<file path="config.mk">
export PLATFORM = sky130hd
export DESIGN_NAME = adder_subtractor_multiword_serial
export DESIGN_NICKNAME = d
export VERILOG_FILES = /design/src/rtl/adder_subtractor_multiword_serial_binary.sv /design/src/rtl/adder_subtractor_multiword_serial.sv
export SDC_FILE = /design/constraint.sdc
export NUM_CORES = 1
export LEC_CHECK = 0
export ABC_AREA = 1
export BUFFER_PORTS_ARGS = -buffer_cell sky130_fd_sc_hd__buf_2
export CAP_MARGIN = 20
export CORE_MARGIN = 1
export CORE_UTILIZATION = 50
export CTS_CLUSTER_SIZE = 40
export DETAILED_ROUTE_END_ITERATION = 12
export PLACE_DENSITY = 0.8
export SYNTH_ARGS = -nofsm -noshare
export SYNTH_HDL_FRONTEND = slang
export SYNTH_HIERARCHICAL = 1
export SYNTH_SLANG_ARGS = --single-unit
</file>
<file path="constraint.sdc">
create_clock -name clock -period 4.3 [get_ports clock]
set_input_delay 0.43 -clock clock [delete_from_list [all_inputs] [get_ports clock]]
set_output_delay 0.43 -clock clock [all_outputs]
set_load 0.02 [all_outputs]
</file>
<file path="src/rtl/adder_subtractor_multiword_serial_binary.sv">
// Narrow combinational add/subtract with carry (add) or borrow (sub) in and out.
module Adder_Subtractor_Binary #(
  parameter int WORD_WIDTH = 8
) (
  input  logic [WORD_WIDTH-1:0] a,
  input  logic [WORD_WIDTH-1:0] b,
  input  logic                  add_sub,
  input  logic                  carry_in,
  output logic [WORD_WIDTH-1:0] sum,
  output logic                  carry_out
);

  logic [WORD_WIDTH:0] res;

  // One extra bit: for subtraction it goes to 1 exactly when the result is negative (a borrow).
  always_comb begin
    if (add_sub) res = {1'b0, a} - {1'b0, b} - {{WORD_WIDTH{1'b0}}, carry_in};
    else         res = {1'b0, a} + {1'b0, b} + {{WORD_WIDTH{1'b0}}, carry_in};
  end

  assign sum       = res[WORD_WIDTH-1:0];
  assign carry_out = res[WORD_WIDTH];

endmodule

</file>
<file path="src/rtl/adder_subtractor_multiword_serial.sv">
// Word-serial multi-precision add/subtract. It feeds one narrow adder one chunk per cycle,
// least-significant chunk first, and chains the carry or borrow through a register.
module adder_subtractor_multiword_serial #(
  parameter  int WORD_WIDTH  = 8,
  parameter  int WORD_COUNT  = 4,
  localparam int TOTAL_WIDTH = WORD_WIDTH * WORD_COUNT
) (
  input  logic                   clock,
  input  logic                   clear,
  input  logic                   input_valid,
  output logic                   input_ready,
  input  logic                   add_sub,
  input  logic                   carry_in,
  input  logic [TOTAL_WIDTH-1:0] A_in,
  input  logic [TOTAL_WIDTH-1:0] B_in,
  output logic                   output_valid,
  input  logic                   output_ready,
  output logic [TOTAL_WIDTH-1:0] sum_out,
  output logic                   carry_out,
  output logic                   overflow_out
);

  localparam int CNT_W = (WORD_COUNT > 1) ? $clog2(WORD_COUNT) : 1;
  localparam int SHIFT = TOTAL_WIDTH - WORD_WIDTH;

  typedef enum logic [1:0] {S_IDLE, S_RUN, S_DONE} state_t;

  state_t                 state_q, state_d;
  logic [CNT_W-1:0]       cnt_q, cnt_d;
  logic [TOTAL_WIDTH-1:0] a_q, a_d, b_q, b_d, sum_q, sum_d;
  logic                   op_q, op_d, carry_q, carry_d, cout_q, cout_d, ovf_q, ovf_d;
  logic [WORD_WIDTH-1:0]  add_sum;
  logic                   add_co, last, a_top, b_top, r_top;

  Adder_Subtractor_Binary #(.WORD_WIDTH(WORD_WIDTH)) u_add (
    .a        (a_q[WORD_WIDTH-1:0]),
    .b        (b_q[WORD_WIDTH-1:0]),
    .add_sub  (op_q),
    .carry_in (carry_q),
    .sum      (add_sum),
    .carry_out(add_co)
  );

  assign last  = (cnt_q == CNT_W'(WORD_COUNT - 1));
  assign a_top = a_q[WORD_WIDTH-1];
  assign b_top = b_q[WORD_WIDTH-1];
  assign r_top = add_sum[WORD_WIDTH-1];

  always_ff @(posedge clock or posedge clear) begin
    if (clear) begin
      state_q <= S_IDLE;
      cnt_q   <= '0;
      a_q     <= '0;
      b_q     <= '0;
      sum_q   <= '0;
      op_q    <= 1'b0;
      carry_q <= 1'b0;
      cout_q  <= 1'b0;
      ovf_q   <= 1'b0;
    end else begin
      state_q <= state_d;
      cnt_q   <= cnt_d;
      a_q     <= a_d;
      b_q     <= b_d;
      sum_q   <= sum_d;
      op_q    <= op_d;
      carry_q <= carry_d;
      cout_q  <= cout_d;
      ovf_q   <= ovf_d;
    end
  end

  always_comb begin
    state_d = state_q;
    case (state_q)
      S_IDLE:  if (input_valid) state_d = S_RUN;
      S_RUN:   if (last)        state_d = S_DONE;
      S_DONE:  if (output_ready) state_d = S_IDLE;
      default: state_d = S_IDLE;
    endcase
  end

  always_comb begin
    cnt_d   = cnt_q;
    a_d     = a_q;
    b_d     = b_q;
    sum_d   = sum_q;
    op_d    = op_q;
    carry_d = carry_q;
    cout_d  = cout_q;
    ovf_d   = ovf_q;
    case (state_q)
      S_IDLE: if (input_valid) begin
        a_d     = A_in;
        b_d     = B_in;
        op_d    = add_sub;
        carry_d = carry_in;
        cnt_d   = '0;
      end
      S_RUN: begin
        a_d     = a_q >> WORD_WIDTH;
        b_d     = b_q >> WORD_WIDTH;
        sum_d   = (sum_q >> WORD_WIDTH) | (TOTAL_WIDTH'(add_sum) << SHIFT);
        carry_d = add_co;
        // The counter stops at the last chunk so it never wraps.
        cnt_d   = last ? cnt_q : cnt_q + 1'b1;
        if (last) begin
          cout_d = add_co;
          // Subtraction overflows like an addition of ~B, so the sign of B is inverted.
          ovf_d  = (op_q ? (a_top != b_top) : (a_top == b_top)) && (r_top != a_top);
        end
      end
      default: ;
    endcase
  end

  always_comb begin
    input_ready  = (state_q == S_IDLE);
    output_valid = (state_q == S_DONE);
    sum_out      = sum_q;
    carry_out    = cout_q;
    overflow_out = ovf_q;
  end

endmodule
</file>
==> summary.md <==
| Metric | Value |
|---|---|
| Status | `completed` |
| Ant diodes | `0` |
| Cell Area, Placed | `6130 um^2` |
| Placed insts | `979` |
| Setup TNS | `0 ns` |
| Part of the power in registers | `32.0%` |
| Register area share after synthesis | `46.6%` |
| CTS H-Tree Depth | `3` |
| DRC | `0` |
| Worst-margin pin slew | `0.923 ns` |
| Critical-path maximum fanout | `3` |
| Startpoint type of the worst setup path | `flop` |
| RSZ-0062 raised after global routing | `no` |
| Final min period | `2.35 ns` |
| Gr usage total | `21.2%` |
| # fillers | `1056` |
| Most frequent CP cell | `nand2_1` |
| Wirelength per Cell | `11.4 um` |
| Count leader, synth | `nand2_1` |
| Area leader, netlist | `dfrtp_1` |
| Post-Syn Area per Cell | `7.34 um^2` |
| Die area | `11600 um^2` |
| IO Count | `106` |
| Min-delay src | `output_ready` |
| Synth top area cells | `dfrtp_1 47%, nand2_1 27%, inv_1 5.0%` |
| Ys async rst share | `100%` |
| Met3 Resource Use GR | `4.66%` |
| Syn Nets | `857` |
| Area share of the largest cell type after synthesis | `46.6%` |
| Via Count | `4765` |
| PD cells | `835 nW/um^2` |
| Via density | `4.78` |
| Worst Hold Class | `in -> reg` |
| Tot Pwr | `5.32 mW` |
| First-pass GRT wire length | `19500 um` |
| Reg2reg end | `carry_q` |
| Vias in the first global route | `4272` |
| Final WL | `11400 um` |
| Max frequency | `425 MHz` |
| Nets | `948` |
| GRT Max-Usage Layer | `met2` |
| Met1 usage | `28.2%` |
| Comb pwr share | `56.7%` |
| Maximum vdd drop | `0.509 mV` |
| Setup violations, final | `0` |
| Crit share post-route | `54.7%` |
| Crit-path cells | `inv_1, fa_1, fa_1, nand2_1, nand2_1, nand2_2, nand3_1, nand2_1, nand2_1, nand3_1, nand2_1, inv_1, o21ai_0, nand2_1, nand2_1` |
| Rows | `38` |
| GRT Residual Overflow | `0` |
| Clk_skew | `0.0239 ns` |
| Crit-path slowest cell | `fa_1` |
| Root buffer cell | `clkbuf_8` |
| Worst reg2reg startpoint | `a_q[0]` |
| Starting DRT DRC Count | `266` |
| Initial antenna violation count | `0` |
| DIE WIDTH | `108 um` |
| Hold WS | `0.237 ns` |
| Num CTS Buffers | `9` |
| Global Route met2 Usage | `34.2%` |
| Post-route cell area | `6370 um^2` |
| Die height | `108 um` |
| Max Root-Sink Buffers | `2` |
| Clk Latency, worst-skew pair | `0.38 ns` |
| Switching Share | `49.6%` |
| Leak | `3.68 nW` |
| Initial Util | `51.5%` |
| Post-synth EDFFs | `0` |
| Final ANT Viol Nets | `0` |
| Clk sinks | `104` |
| Reg-to-reg slack, setup | `1.95 ns` |
| Post-detail-place hpwl | `7910 um` |
| Internal | `2.68 mW` |
| Crit path capture type | `flop` |
| Max Cap Viol | `0` |
| Synth cell count leaders | `402 x nand2_1, 104 x dfrtp_1, 74 x inv_1` |
| Number of setup buffers added after CTS | `0` |
| Count of cell types in the netlist | `26` |
| Slew HR | `38.5%` |
| Post-route insts no fill | `997` |
| Pin count of the biggest net entering global routing | `101` |
| Hold Path Depth | `2` |
| Hold endpoint | `state_q[1]` |
| CTS tree | `yes` |
| Yosys reg bits | `104` |
| Area Overhead vs Synth | `14.0%` |
| Synth warn | `6` |
| Clock power frac | `11.3%` |
| Max Slew Vio Count | `0` |
| Top_reg_cell synth | `dfrtp_1` |
| CTS clock-pin slew for the worst setup and hold paths | `0.10 ns` |
| Final hold violations | `0` |
| Critical Path AT | `2.62 ns` |
| DRT Pass-1 Iters | `5` |
| Number of port buffers | `105` |
| Largest stage delay on the critical path | `0.48 ns` |
| CP required | `4.56 ns` |
| Synth Instances | `761` |
| Critical path class | `reg -> reg` |
| Bufs and invs on worst path | `2` |
| GP Congestion | `0.805` |
| FF-to-FF path depth | `15` |
| Delay-heaviest family, CP | `adder cells` |
| Syn Std Cell Area | `5590 um^2` |
| Core box area | `10800 um^2` |
| Fraction of layout cells with a size suffix above 1 | `16.5%` |
| NetSw | `2.64 mW` |
area by class of cell:
cell class                      count  area [um^2]  area share (%)
Clock buffer                       10          138            2.16
Sequential cell                   104         2600            40.9
Tap cell                          140          175            2.75
Multi-Input combinational cell    546         2500            39.2
Timing Repair Buffer              111          593            9.31
Clock inverter                      6         61.3           0.963
Inverter                           80          303            4.75
per-layer routing:
metal  vias to the layer above  wire, um
met4                         0       151
met2                       103      5440
met3                        13       543
met5                         -         0
met1                      2158      5260
li1                       2491         -
sequential cells by signal, summed over array words and instances, names as in the netlist:
signal,flops
carry_q,1
a_q,32
sum_out,32
overflow_out,1
b_q,32
cnt_q,2
carry_out,1
state_q,2
op_q,1
placed cells by master (no fill, tap or decap), types with 2 or more instances in the layout:
master / count
fa_1: 4
buf_4: 4
inv_6: 2
inv_1: 73
nand2_2: 4
nor2_1: 10
ha_1: 22
dfrtp_1: 104
clkbuf_8: 10
xor2_1: 4
buf_2: 105
inv_2: 5
a21oi_1: 6
nand4_1: 2
o21ai_0: 50
o21ai_1: 9
nand3_1: 25
a21oi_2: 2
nand2_1: 401
power groups by stage:
stage | logic [mW] | registers, mW | clock network, mW
floorplan | 2.33 | 1.82 | 0
global placement | 2.96 | 1.71 | 0
detailed placement | 3.04 | 1.72 | 0
CTS | 3.06 | 1.70 | 0.617
global route | 3.52 | 1.76 | 0.654
finish | 3.02 | 1.70 | 0.602
worst max-delay path by stage:
stage               startpoint      end  cells after the start
finish                  a_q[0]  carry_q                     15
floorplan                clear   a_q[0]                      1
CTS                     a_q[0]  carry_q                     15
global placement        a_q[0]  carry_q                     15
detailed placement      a_q[0]  carry_q                     15
global route            a_q[0]  carry_q                     15
metrics by stage:
step                util (%)  worst slack [ns]
finish                  58.7              1.95
global route            58.7              1.73
CTS                     58.4              1.92
detailed placement      56.6              1.95
global placement        56.6              1.94
floorplan                  -              1.14
logic make-up (layout without fill, tap and decap cells):
group,Yosys count,after routing,synth area share [%]
and+or+nand+nor,447,447,31.1
buffers and inverters,111,207,8.89
DFF,104,104,46.6
AOI/OAI and AO/OA,68,68,6.27
adders and majority gates,26,26,6.36
xor gates and xnor gates,5,5,0.784
what timing repair did:
action                                 4_1_cts  5_1_grt
hold buffers                                 0        1
endpoints found under the hold margin        0        5
resized for setup                            0        0
No activity file was read; power rests on OpenSTA's default activity.
